==> src/rtl/note_tone_synth.sv <==
// note_tone_synth
//   Audio back end for the pitch game. Turns the note request vector from the game
//   controller into an enveloped square-wave tone, delivered as PWM on aud_pwm, and
//   drives aud_sd to enable the board amplifier while a tone is active.
//
// Ports
//   clk_in        in   1  system clock (100 MHz)
//   rst_n_in      in   1  asynchronous active-low reset
//   enable_in     in   1  tone output permitted
//   note_in       in   7  note request, bit0=C4 .. bit6=B4, lowest set bit wins, 0 = silence
//   volume_in     in   3  amplitude target select, 0 = mute
//   octave_in     in   2  octave select 0..3 = octave 4..7 (only with NOTE_TONE_OCTAVE_EN)
//   aud_pwm       out  1  PWM audio
//   aud_sd        out  1  amplifier enable, high while not IDLE
//   note_idx_out  out  3  index of the sounding note, 7 = none
//   busy_out      out  1  high in ATTACK/SUSTAIN/RELEASE
//
// Build option
//   NOTE_TONE_OCTAVE_EN : adds octave_in; half-period is further shifted right by it.
//
// State     | meaning
// ----------+------------------------------------------------------------
// ST_IDLE   | silent, amp held at 0, amplifier off
// ST_ATTACK | amp rising one LSB per envelope tick toward the target
// ST_SUSTAIN| amp tracks the volume target by +/-1 per tick
// ST_RELEASE| amp falling one LSB per tick; IDLE once it reaches 0
module note_tone_synth #(
  parameter int PWM_BITS       = 8,
  parameter int RAMP_DIV       = 4096,
  parameter int TONE_DIV_SHIFT = 0
) (
  input  logic       clk_in,
  input  logic       rst_n_in,
  input  logic       enable_in,
  input  logic [6:0] note_in,
  input  logic [2:0] volume_in,
`ifdef NOTE_TONE_OCTAVE_EN
  input  logic [1:0] octave_in,
`endif
  output logic       aud_pwm,
  output logic       aud_sd,
  output logic [2:0] note_idx_out,
  output logic       busy_out
);

  localparam int TICK_W = (RAMP_DIV > 1) ? $clog2(RAMP_DIV) : 1;
  localparam logic [TICK_W-1:0] TICK_RELOAD = TICK_W'(RAMP_DIV - 1);

  typedef enum logic [1:0] {
    ST_IDLE    = 2'd0,
    ST_ATTACK  = 2'd1,
    ST_SUSTAIN = 2'd2,
    ST_RELEASE = 2'd3
  } state_t;

  // Half-period of one note in clocks, after the simulation shift and octave shift.
  function automatic logic [17:0] half_period(input logic [2:0] idx, input logic [1:0] oct);
    logic [17:0] base;
    case (idx)
      3'd0:    base = 18'd191113;
      3'd1:    base = 18'd170265;
      3'd2:    base = 18'd151686;
      3'd3:    base = 18'd143173;
      3'd4:    base = 18'd127551;
      3'd5:    base = 18'd113636;
      3'd6:    base = 18'd101239;
      default: base = 18'd0;
    endcase
    return (base >> TONE_DIV_SHIFT) >> oct;
  endfunction

  // The counter runs reload..0 inclusive, so loading half-1 makes every half-cycle
  // last exactly half-period clocks. Degenerate tiny periods clamp to 1 clock.
  function automatic logic [17:0] phase_reload(input logic [2:0] idx, input logic [1:0] oct);
    logic [17:0] h;
    h = half_period(idx, oct);
    return (h > 18'd1) ? (h - 18'd1) : 18'd0;
  endfunction

  // input register stage
  logic                en_q, en_d;
  logic [6:0]          note_q, note_d;
  logic [2:0]          vol_q, vol_d;
  logic [1:0]          oct_q, oct_d;

  state_t              state_q, state_d;
  logic [PWM_BITS-1:0] amp_q, amp_d;
  logic [TICK_W-1:0]   tick_cnt_q, tick_cnt_d;
  logic [17:0]         phase_cnt_q, phase_cnt_d;
  logic                sq_q, sq_d;
  logic [2:0]          idx_q, idx_d;
  logic [1:0]          oct_act_q, oct_act_d;
  logic [PWM_BITS-1:0] pwm_cnt_q, pwm_cnt_d;
  logic                aud_pwm_q, aud_pwm_d;
  logic                aud_sd_q, aud_sd_d;
  logic                busy_q, busy_d;

  logic                tick;
  logic                note_nz;
  logic                go;
  logic [2:0]          req_idx;
  logic [7:0]          target8;
  logic [PWM_BITS-1:0] target;
  logic [PWM_BITS-1:0] sample;

  always_comb begin
    en_d   = enable_in;
    note_d = note_in;
    vol_d  = volume_in;
`ifdef NOTE_TONE_OCTAVE_EN
    oct_d  = octave_in;
`else
    oct_d  = 2'd0;
`endif
  end

  // request decode: lowest set bit wins
  always_comb begin
    req_idx = 3'd7;
    for (int i = 6; i >= 0; i--) begin
      if (note_q[i]) req_idx = 3'(i);
    end
    note_nz = |note_q;
    go      = en_q & note_nz;
    // replicating the 3-bit volume spreads 1..7 evenly over the 8-bit range (7 -> 255)
    target8 = {vol_q, vol_q, vol_q[2:1]};
    target  = PWM_BITS'(target8);
  end

  // free-running envelope prescaler
  always_comb begin
    tick       = (tick_cnt_q == '0);
    tick_cnt_d = tick ? TICK_RELOAD : (tick_cnt_q - 1'b1);
  end

  // FSM next state
  always_comb begin
    state_d = state_q;
    case (state_q)
      ST_IDLE:    if (go) state_d = ST_ATTACK;
      ST_ATTACK: begin
        if (!go)                  state_d = ST_RELEASE;
        else if (amp_q >= target) state_d = ST_SUSTAIN;
      end
      ST_SUSTAIN: if (!go) state_d = ST_RELEASE;
      ST_RELEASE: begin
        if (go)                state_d = ST_ATTACK;
        else if (amp_q == '0)  state_d = ST_IDLE;
      end
      default:    state_d = ST_IDLE;
    endcase
  end

  // envelope: a tick coinciding with a transition follows the new state's rule
  always_comb begin
    amp_d = amp_q;
    if (state_d == ST_IDLE) begin
      amp_d = '0;
    end else if (tick) begin
      case (state_d)
        ST_ATTACK:  if (amp_q < target) amp_d = amp_q + 1'b1;
        ST_SUSTAIN: begin
          if (amp_q < target)      amp_d = amp_q + 1'b1;
          else if (amp_q > target) amp_d = amp_q - 1'b1;
        end
        ST_RELEASE: if (amp_q != '0) amp_d = amp_q - 1'b1;
        default:    amp_d = amp_q;
      endcase
    end
  end

  // tone phase; note/octave changes while sounding wait for the next reload
  always_comb begin
    phase_cnt_d = phase_cnt_q;
    sq_d        = sq_q;
    idx_d       = idx_q;
    oct_act_d   = oct_act_q;
    if (state_d == ST_IDLE) begin
      phase_cnt_d = '0;
      sq_d        = 1'b0;
      idx_d       = 3'd7;
      oct_act_d   = 2'd0;
    end else if (state_q == ST_IDLE) begin
      idx_d       = req_idx;
      oct_act_d   = oct_q;
      phase_cnt_d = phase_reload(req_idx, oct_q);
      sq_d        = 1'b0;
    end else if (phase_cnt_q == '0) begin
      sq_d = ~sq_q;
      if (note_nz) begin
        idx_d     = req_idx;
        oct_act_d = oct_q;
      end
      phase_cnt_d = phase_reload(idx_d, oct_act_d);
    end else begin
      phase_cnt_d = phase_cnt_q - 18'd1;
    end
  end

  // PWM and status outputs
  always_comb begin
    pwm_cnt_d = pwm_cnt_q + 1'b1;
    sample    = sq_q ? amp_q : '0;
    aud_pwm_d = (pwm_cnt_q < sample);
    aud_sd_d  = (state_d != ST_IDLE);
    busy_d    = (state_d != ST_IDLE);
  end

  always_ff @(posedge clk_in or negedge rst_n_in) begin
    if (!rst_n_in) begin
      en_q        <= 1'b0;
      note_q      <= '0;
      vol_q       <= '0;
      oct_q       <= '0;
      state_q     <= ST_IDLE;
      amp_q       <= '0;
      tick_cnt_q  <= TICK_RELOAD;
      phase_cnt_q <= '0;
      sq_q        <= 1'b0;
      idx_q       <= 3'd7;
      oct_act_q   <= '0;
      pwm_cnt_q   <= '0;
      aud_pwm_q   <= 1'b0;
      aud_sd_q    <= 1'b0;
      busy_q      <= 1'b0;
    end else begin
      en_q        <= en_d;
      note_q      <= note_d;
      vol_q       <= vol_d;
      oct_q       <= oct_d;
      state_q     <= state_d;
      amp_q       <= amp_d;
      tick_cnt_q  <= tick_cnt_d;
      phase_cnt_q <= phase_cnt_d;
      sq_q        <= sq_d;
      idx_q       <= idx_d;
      oct_act_q   <= oct_act_d;
      pwm_cnt_q   <= pwm_cnt_d;
      aud_pwm_q   <= aud_pwm_d;
      aud_sd_q    <= aud_sd_d;
      busy_q      <= busy_d;
    end
  end

  assign aud_pwm      = aud_pwm_q;
  assign aud_sd       = aud_sd_q;
  assign note_idx_out = idx_q;
  assign busy_out     = busy_q;

endmodule

==> config.mk <==
export PLATFORM = sky130hd
export DESIGN_NAME = note_tone_synth
export DESIGN_NICKNAME = d
export VERILOG_FILES = /design/src/rtl/note_tone_synth.sv
export SDC_FILE = /design/constraint.sdc
export NUM_CORES = 1
export LEC_CHECK = 0
export BUFFER_PORTS_ARGS = -buffer_cell sky130_fd_sc_hd__clkbuf_2
export CORE_MARGIN = 2
export CORE_UTILIZATION = 37
export CTS_CLUSTER_SIZE = 8
export DETAILED_ROUTE_END_ITERATION = 16
export SETUP_SLACK_MARGIN = 0.3
export SYNTH_ARGS = -nofsm -noshare
export SYNTH_HDL_FRONTEND = slang
export SYNTH_SLANG_ARGS = --single-unit
==> constraint.sdc <==
create_clock -name clk_in -period 5.57 [get_ports clk_in]
set_input_delay 0.557 -clock clk_in [delete_from_list [all_inputs] [get_ports clk_in]]
set_output_delay 0.557 -clock clk_in [all_outputs]
set_load 0.01 [all_outputs]
Word level (Yosys, flattened, before mapping)
Index checks and enable logic that the tools add are counted.
{"block": "classes", "addsub": 7, "n_lt_le_gt_ge": 6, "n_eq_ne": 21, "n_shift": 1, "mux": 52, "bitwise": 2, "reduce_logical": 14}
{"op": "$pmux W18 S7", "count": 2}
{"op": "$mux W18", "count": 10}
{"op": "$mux W8", "count": 7}
{"op": "$sub A18 B1 Y18 const B", "count": 3}
{"op": "$mux W3", "count": 13}
{"op": "$gt A18 B1 Y1 const B", "count": 2}
{"op": "$mux W2", "count": 13}
{"op": "$pmux W8 S3", "count": 1}
{"op": "$eq A3 B3 Y1 const B", "count": 6}
{"op": "$logic_not A18 Y1", "count": 1}
{"op": "$shr A18 B2 Y18", "count": 1}
{"op": "$add A8 B1 Y8 const B", "count": 2}
{"op": "$lt A8 B8 Y1", "count": 2}
{"op": "$eq A3 B2 Y1 const B", "count": 4}
{"op": "$logic_not A12 Y1", "count": 1}
{"op": "$mux W12", "count": 1}
{"op": "$sub A12 B1 Y12 const B", "count": 1}
{"op": "$eq A2 B2 Y1 const B", "count": 4}
{"op": "$ge A8 B8 Y1", "count": 1}
{"op": "$gt A8 B8 Y1", "count": 1}
{"op": "$logic_not A8 Y1", "count": 1}
{"op": "$pmux W2 S4", "count": 1}
{"op": "$reduce_bool A8 Y1", "count": 1}
{"op": "$sub A8 B1 Y8 const B", "count": 1}
{"op": "14 further kinds", "count": 23}
{"block": "totals", "reg_bits": 67, "in_bits": 13, "out_inout_bits": 6, "wordCells": 116}

Logic depth before layout (Yosys ltp)
Gate-level depths: netlist of the first run.
{"block": "depth", "ltp_word": 22, "depth_mapped": 17, "ltp_nobuf": 13}

Least setup slack after synthesis of the first run
OpenSTA, ideal clock, no wires.
{"block": "synth_path", "path_type": "flip-flop to flip-flop", "startpoint": "reg note_q[6]", "endpoint": "reg phase_cnt_q[8]", "t_arrival_ns": 3.060, "required_time_ns": 5.476, "slack_ns": 2.416, "path_stages_with_launch": 16, "period_less_slack_ns": 3.154, "cell_sequence": "dfrtp_1 or3_1 buf_2 o221ai_1 buf_2 nor2_1 nor2_1 a21oi_1 o21ai_0 o2111ai_1 ha_1 clkbuf_1 a21oi_1 o31ai_2 buf_4 a211oi_1"}
{"block": "synth_between", "elab_chain_cells": 22, "word_cells_on_any_way": 54, "classes_between": "add/sub: 2; order compare: 2; eq/ne: 12; shift: 1; mux: 32; bitwise: 1; reduce/logical: 4"}
{"element": "start: declaration", "line": "82", "rtl": "logic [6:0] note_q, note_d;"}
{"element": "start signal: assignment", "line": "228", "rtl": "note_q <= note_d;"}
{"element": "$mux W1", "line": "121", "rtl": "if (note_q[i]) req_idx = 3'(i);"}
{"element": "$mux W3 (6 in a row)", "line": "121"}
{"element": "$mux W3", "line": "190", "rtl": "if (note_nz) begin"}
{"element": "$mux W3", "line": "188", "rtl": "end else if (phase_cnt_q == '0) begin"}
{"element": "$mux W3", "line": "183", "rtl": "end else if (state_q == ST_IDLE) begin"}
{"element": "$mux W3", "line": "178", "rtl": "if (state_d == ST_IDLE) begin"}
{"element": "$eq A3 B3 Y1, or another cell as far along", "line": "59", "rtl": "case (idx)"}
{"element": "$pmux W18 S7", "line": "59"}
{"element": "[2 not listed]"}
{"element": "$mux W18", "line": "178"}
{"element": "$shr A18 B2 Y18", "line": "69", "rtl": "return (base >> TONE_DIV_SHIFT) >> oct;"}
{"element": "$sub A18 B1 Y18 / $gt A18 B1 Y1 (equally long branches)", "line": "77", "rtl": "return (h > 18'd1) ? (h - 18'd1) : 18'd0;"}
{"element": "$mux W18", "line": "77"}
{"element": "$mux W18", "line": "188"}
{"element": "$mux W18", "line": "183"}
{"element": "$mux W18 *", "line": "178"}
{"element": "net phase_cnt_d[8]", "line": "89", "rtl": "logic [17:0] phase_cnt_q, phase_cnt_d;"}
{"element": "end signal: assignment", "line": "234", "rtl": "phase_cnt_q <= phase_cnt_d;"}
{"element": "end: declaration", "line": "89"}
Mark *: on every way through the listed nets, which the timed path passes. The rest lies on a longest branch. The select of a mux whose other input is x is not followed.
A chain may end at the register's enable or synchronous reset.

Final worst setup path of the first run
{"block": "layout_path", "startpoint": "reg note_q[5]", "endpoint": "reg phase_cnt_q[13]"}
{"block": "layout_between", "elab_chain_cells": 21, "word_cells_on_any_way": 53, "classes_between": "add/sub: 2; order compare: 2; eq/ne: 12; shift: 1; mux: 31; bitwise: 1; reduce/logical: 4"}
{"element": "$mux W3 (6 in a row)", "line": "121"}
{"element": "$mux W3", "line": "190"}
{"element": "$mux W3", "line": "188"}
{"element": "$mux W3", "line": "183"}
{"element": "$mux W3", "line": "178"}
{"element": "$eq A3 B3 Y1, or another cell as far along", "line": "59"}
{"element": "$pmux W18 S7", "line": "59"}
{"element": "$mux W18", "line": "188"}
{"element": "$mux W18", "line": "183"}
{"element": "$mux W18", "line": "178"}
{"element": "$shr A18 B2 Y18", "line": "69"}
{"element": "$sub A18 B1 Y18 / $gt A18 B1 Y1 (equally long branches)", "line": "77"}
{"element": "$mux W18", "line": "77"}
{"element": "$mux W18", "line": "188"}
{"element": "$mux W18", "line": "183"}
{"element": "$mux W18 *", "line": "178"}
{"element": "net phase_cnt_d[13]", "line": "89"}
Marks and branches as above.

==> results of run 1 <==
metal layers:
metal,share of wire,track usage,vias to the layer above
met4,0.024,0.0719,0
met2,0.44,0.321,321
met1,0.45,0.317,2640
li1,-,-,2557
met5,0,0,-
met3,0.085,0.0381,30
cell families after synthesis:
logic type	share of synthesized area
fa+ha+maj	0.0596
compound gates	0.280
mux	0.00206
buf+inv	0.0566
flops	0.311
xor+xnor	0.0514
simple gates	0.240
how the worst max path moves through the flow:
stage                        start                   endpoint  slack, ns  cells past startpoint
3_3_place_gp   note_q[6]$_DFF_PN0_   phase_cnt_q[9]$_DFF_PN0_       1.84                     11
3_5_place_dp   note_q[5]$_DFF_PN0_   phase_cnt_q[8]$_DFF_PN0_       1.86                     11
5_1_grt        note_q[5]$_DFF_PN0_   phase_cnt_q[2]$_DFF_PN0_       1.49                     11
6_report       note_q[5]$_DFF_PN0_  phase_cnt_q[13]$_DFF_PN0_       1.81                     11
4_1_cts        note_q[5]$_DFF_PN0_   phase_cnt_q[7]$_DFF_PN0_       1.86                     11
2_1_floorplan  note_q[6]$_DFF_PN0_   phase_cnt_q[8]$_DFF_PN0_       2.42                     15
where the power goes:
part           leakage [µW]  switching [µW]  internal, µW  total [µW]
Sequential         0.000783             193           607         800
Combinational       0.00140             507           332         839
Clock              0.000135             226           346         572
metrics by stage:
stage	utilization	setup slack, ns	std cells	total power, µW	cell area (µm²)
floorplan	-	2.42	695	1380	5460
global placement	0.389	1.84	858	1590	5640
detailed placement	0.389	1.86	858	1610	5640
CTS	0.410	1.86	874	2200	5930
global route	0.410	1.49	874	2370	5930
finish	0.410	1.81	874	2210	5930
registers in the layout (all words and copies together) (netlist names):
register and count:
oct_act_q 2, vol_q 3, note_q 7, pwm_cnt_q 8
amp_q 8, note_idx_out 3, en_q 1, tick_cnt_q 12
sq_q 1, busy_out 1, phase_cnt_q 18, aud_pwm 1
state_q 2
layout by cell type (no fill, tap or decap), drive strengths merged, types with 5 or more instances in the layout:
cell / netlist / final
o221ai: 10 / 10
nor2: 56 / 56
nand2: 71 / 71
nand4: 11 / 11
nand2b: 10 / 10
nand3: 27 / 27
ha: 26 / 26
dfrtp: 52 / 52
and3: 16 / 16
or3: 10 / 10
nor4: 10 / 10
dfstp: 15 / 15
a31oi: 11 / 11
a211oi: 12 / 12
nor3: 31 / 31
o22ai: 8 / 8
nor2b: 6 / 6
o31ai: 14 / 14
a21oi: 51 / 51
or2: 5 / 5
a22o: 5 / 5
a21o: 5 / 5
xor2: 16 / 16
clkbuf: 31 / 27
buf: 20 / 13
o211ai: 5 / 5
o21ai: 73 / 73
inv: 19 / 19
xnor2: 16 / 16
area by class of cell:
| type | count | area, µm² | share of cell area |
|---|---|---|---|
| sequential | 67 | 1700 | 0.286 |
| clock inverter | 6 | 66.3 | 0.0112 |
| multi-input combinational | 558 | 3460 | 0.583 |
| timing repair buffer | 30 | 180 | 0.0304 |
| clock buffer | 10 | 229 | 0.0386 |
| tap | 184 | 230 | 0.0388 |
| inverter | 19 | 71.3 | 0.0120 |
==> results.py, run 1 <==
metrics = {
    "clock_tree": {
        "cts_resized": 0,
        "htreeDepth": 3,
        "cts_setup_buffers": 0,
        "clk_path_buf_depth": 2,
        "cts-root-buf": "clkbuf_16",
        "cts_sinks": 67,
        "cts_tree": "done",
        "path_clk_slew_ns": 0.06,
        "numCtsBuffers": 9,
        "cts_hold_buf": 0,
        "worstSkewPairLatency_ns": 0.34,
    },
    "synth": {
        "synth_top_area_frac": 0.238,
        "ys_top_cells_by_count": "nand2_1 (71), o21ai_0 (62), nor2_1 (55)",
        "synth_area_um2": 5460,
        "synth.avg_cell_area_um2": 7.85,
        "synth_seq_cells": 67,
        "syn_nets": 734,
        "synth_cells": 695,
        "ys_seq_area_frac": 0.311,
        "async_reset_ff_frac": 1.00,
        "synth_warnings": 0,
        "yosysTopAreaCell": "dfrtp_1",
        "yosysMostFrequentCell": "nand2_1",
        "ys.flop_type": "dfrtp_1",
        "synth_edf_count": 0,
        "synthTopCellsByArea": "dfrtp_1 (24%), dfstp_2 (7.2%), ha_1 (6.0%)",
        "ys_types": 73,
    },
    "timing": {
        "finalHoldViolations": 0,
        "rsz0062_at_grt": "no",
        "finalSetupTns_ns": 0,
        "slew_violations": 0,
        "whs_ns": 0.324,
        "fmax_ghz": 0.266,
        "min_period_ns": 3.76,
        "setup_viol": 0,
        "finalCritPeriodShare": 0.675,
        "fin_skew_ns": 0.00888,
        "max_slew.worst_pin.slew_ns": 1.06,
        "relSlewSlack": 0.291,
    },
    "global_route": {
        "grt_pass1_vias": 5092,
        "grt_usage": 0.216,
        "antenna_found_initial": 0,
        "grt_max_degree": 68,
        "overflow": 0,
        "grt_pass1_wl_um": 27900,
    },
    "critical_path": {
        "path_cells": "or3_1 -> o221ai_1 -> buf_4 -> or3_1 -> a211oi_1 -> a311oi_1 -> o221a_2 -> ha_1 -> o211ai_1 -> o31ai_2 -> o31ai_1",
        "reg2reg_from": "note_q[5]$_DFF_PN0_",
        "worstPathArrival_ns": 3.94,
        "critPathBufInv": 1,
        "r2r_setup_slack_ns": 1.81,
        "cp_max_fo": 17,
        "cp-end-kind": "register",
        "r2r-end": "phase_cnt_q[13]$_DFF_PN0_",
        "cp_slowest_cell": "o31ai_2",
        "worstRegToRegCells": 11,
        "path_class": "register to register",
        "path_delay_family": "compound AO/OA/AOI/OAI gates",
        "cp.required_ns": 5.75,
        "crit_top_cell": "or3_1",
        "cp-start-kind": "register",
        "slowest_delay_ns": 0.87,
    },
    "power_and_ir_drop": {
        "leakagePower_uw": 0.00231,
        "peakVddDrop_mv": 0.172,
        "p_per_area_nw_per_um2": 373,
    },
    "die": {
        "start_util": 0.377,
        "rows": 44,
        "die_h_um": 125,
        "core_region_area_um2": 14500,
        "fp.dieW_um": 125,
        "die_area_um2": 15700,
        "pin_count": 19,
    },
    "layout": {
        "syn_to_final_growth_pct": 8.69,
        "nets": 724,
        "n_fill_cell": 1434,
        "drive_above_1_share": 0.113,
        "n_antenna_cell": 0,
    },
    "routing": {
        "drc_errors": 0,
        "vias_per_cell": 6.35,
        "routed_wl_um": 17000,
        "drt_iter0_drc": 717,
        "ant_nets": 0,
        "drt_pass1_iterations": 5,
        "wl_per_cell_um": 19.5,
        "num_vias": 5548,
    },
    "min_path": {
        "whs_path_depth": 1,
        "hold_start": "enable_in",
        "whs_endpoint": "en_q$_DFF_PN0_",
        "hp-class": "primary input to register",
    },
    "status": {
        "status": "finished clean",
    },
    "place": {
        "port-buffer-count": 18,
        "gp_congestion": 0.953,
        "hpwl_um": 12000,
    },
    "job": {
        "drv_cap": 0,
    },
}
No activity file was read; power rests on OpenSTA's default activity.
==> inputs of run 2 (changes only) <==
--- a/config.mk
+++ b/config.mk
@@ -5,6 +5,7 @@
 export SDC_FILE = /design/constraint.sdc
 export NUM_CORES = 1
 export LEC_CHECK = 0
+export ABC_AREA = 1
 export BUFFER_PORTS_ARGS = -buffer_cell sky130_fd_sc_hd__clkbuf_2
 export CORE_MARGIN = 2
 export CORE_UTILIZATION = 37
==> constraint.sdc (replaced) <==
create_clock -name clk_in -period 3.5 [get_ports clk_in]
set_input_delay 0.35 -clock clk_in [delete_from_list [all_inputs] [get_ports clk_in]]
set_output_delay 0.35 -clock clk_in [all_outputs]
set_load 0.01 [all_outputs]
==> results.py, run 2 <==
metrics = {
    "die": {
        "core_region_area_um2": 13800,
        "die_h_um": 122,
        "die_area_um2": 15000,
        "pin_count": 19,
        "rows": 43,
        "start_util": 0.376,
        "fp.dieW_um": 122,
    },
    "layout": {
        "layout.cells.non_filler": 926,
        "top_regs": "phase_cnt_q (18), tick_cnt_q (12)",
        "syn_to_final_growth_pct": 11.8,
        "largest_reg_flops": 18,
        "nets": 780,
        "regMostFlops": "phase_cnt_q",
        "final_common_cell": "nand2_1",
        "n_antenna_cell": 0,
        "layout_common_cells": "nand2_1 (171), inv_1 (79), nand3_1 (77)",
        "drive_above_1_share": 0.150,
        "design_area_um2": 5790,
    },
    "routing": {
        "drt_pass1_iterations": 5,
        "ant_nets": 0,
        "num_vias": 4669,
        "vias_per_cell": 5.04,
        "drc_errors": 0,
        "drt_iter0_drc": 404,
        "routed_wl_um": 12900,
        "wl_per_cell_um": 14.0,
    },
    "critical_path": {
        "cp-start-kind": "register",
        "worstPathArrival_ns": 3.12,
        "cp.required_ns": 3.75,
        "r2r_setup_slack_ns": 0.64,
        "cp-end-kind": "register",
        "cp_max_fo": 17,
        "r2r-end": "phase_cnt_q[1]$_DFF_PN0_",
        "worstRegToRegCells": 16,
        "path_class": "register to register",
        "reg2reg_from": "note_q[1]$_DFF_PN0_",
    },
    "synth": {
        "yosysTopAreaCell": "dfrtp_1",
        "ys_top_cells_by_count": "nand2_1 (173), inv_1 (79), nand3_1 (77)",
        "synth_top_area_frac": 0.251,
        "synthTopCellsByArea": "dfrtp_1 (25%), nand2_1 (13%), dfstp_2 (7.6%)",
        "ys_seq_area_frac": 0.328,
        "syn_nets": 760,
        "synth_area_um2": 5180,
        "async_reset_ff_frac": 1.00,
        "ys.flop_type": "dfrtp_1",
        "synth_edf_count": 0,
        "synth.avg_cell_area_um2": 7.18,
        "synth_warnings": 0,
        "ys_types": 54,
        "synth_seq_cells": 67,
        "yosysMostFrequentCell": "nand2_1",
        "synth_cells": 721,
    },
    "timing": {
        "slew_violations": 0,
        "fin_skew_ns": 0.00933,
        "finalCritPeriodShare": 0.818,
        "finalHoldViolations": 0,
        "fmax_ghz": 0.349,
        "final.setup.worst_slack_ns": 0.636,
        "min_period_ns": 2.86,
        "setup_viol": 0,
        "finalSetupTns_ns": 0,
        "rsz0062_at_grt": "no",
        "relSlewSlack": 0.429,
        "whs_ns": 0.111,
        "max_slew.worst_pin.slew_ns": 0.857,
    },
    "clock_tree": {
        "numCtsBuffers": 9,
        "path_clk_slew_ns": 0.06,
        "cts_tree": "done",
        "cts_hold_buf": 0,
        "worstSkewPairLatency_ns": 0.33,
        "clk_path_buf_depth": 2,
        "htreeDepth": 3,
        "cts_sinks": 67,
        "cts-root-buf": "clkbuf_16",
    },
    "global_route": {
        "grt_pass1_wl_um": 21700,
        "grt_max_degree": 68,
        "overflow": 0,
        "antenna_found_initial": 0,
        "grt_usage": 0.182,
        "grt_pass1_vias": 4303,
    },
    "status": {
        "status": "finished clean",
    },
    "job": {
        "drv_cap": 0,
    },
    "place": {
        "post-place-ws_ns": 0.386,
        "hpwl_um": 9810,
        "gp_congestion": 0.895,
        "placed_area_um2": 5460,
        "port-buffer-count": 18,
        "dp_cells": 910,
    },
    "power_and_ir_drop": {
        "leakagePower_uw": 0.00277,
        "peakVddDrop_mv": 0.306,
        "p_per_area_nw_per_um2": 661,
    },
    "min_path": {
        "hp-class": "primary input to asynchronous set/reset pin",
    },
}
-- run 2: layer usage --
metal | share of wire | GRT usage
met5 | 0 | 0
met4 | 0.010 | 0.0460
met2 | 0.43 | 0.268
met1 | 0.52 | 0.282
met3 | 0.040 | 0.0204
-- run 2: how the worst max path moves through the flow --
stage	startpoint	end	slack, ns
after global placement	note_q[1]$_DFF_PN0_	phase_cnt_q[5]$_DFF_PN0_	0.42
after detailed placement	note_q[1]$_DFF_PN0_	phase_cnt_q[5]$_DFF_PN0_	0.39
after CTS	note_q[1]$_DFF_PN0_	phase_cnt_q[5]$_DFF_PN0_	0.37
after floorplan	note_q[1]$_DFF_PN0_	phase_cnt_q[5]$_DFF_PN0_	0.99
after global routing	note_q[1]$_DFF_PN0_	phase_cnt_q[9]$_DFF_PN0_	0.31
final	note_q[1]$_DFF_PN0_	phase_cnt_q[1]$_DFF_PN0_	0.64
-- run 2: final cells by class --
| class | instances | area (µm²) |
|---|---|---|
| tap | 180 | 225 |
| fill | 1460 | 7990 |
| inverter | 93 | 352 |
| multi-input combinational | 545 | 3070 |
| timing repair buffer | 25 | 145 |
| clock inverter | 2 | 35.0 |
| clock buffer | 14 | 264 |
| sequential | 67 | 1700 |
-- run 2: worst max-delay path, cell delays in order, from the launching register on --
cell,delay (ns)
dfrtp_1,0.40
nor2_4,0.22
nand2_4,0.15
nor2_8,0.16
inv_4,0.09
nor2_2,0.12
inv_2,0.14
nand2_1,0.14
xnor2_1,0.12
inv_1,0.06
o21ai_2,0.32
inv_1,0.09
ha_1,0.24
and3_1,0.17
nand3_1,0.09
nand3_1,0.12
a21oi_1,0.15
-- run 2: repair_timing --
action / in CTS / in global routing
setup endpoints to repair: 0 / 13
resized for setup: 0 / 7
buffers inserted: 0 / 0
-- run 2: logic make-up (layout without fill, tap and decap cells) --
group,after synthesis,after routing,share of synthesized area
XOR/XNOR,34,34,0.0575
buffers and inverters,109,134,0.0848
adder cells (fa/ha/maj),26,26,0.0628
multiplexers,1,1,0.00193
AND/OR/NAND/NOR,377,377,0.344
AO/OA/AOI/OAI,107,107,0.122
flip-flops,67,67,0.328
-- run 2: report_power, final --
part | leakage, µW | switching (µW) | internal (µW)
sequential | 0.000801 | 199 | 969
combinational | 0.00182 | 1130 | 611
clock | 0.000147 | 327 | 590
total | 0.00277 | 1650 | 2170
-- run 2: stage by stage --
stage | util | total power (µW)
after detailed placement | 0.396 | 2890
after global placement | 0.396 | 2890
after floorplan | - | 2470
after global routing | 0.420 | 4140
after CTS | 0.418 | 3820
final | 0.420 | 3820
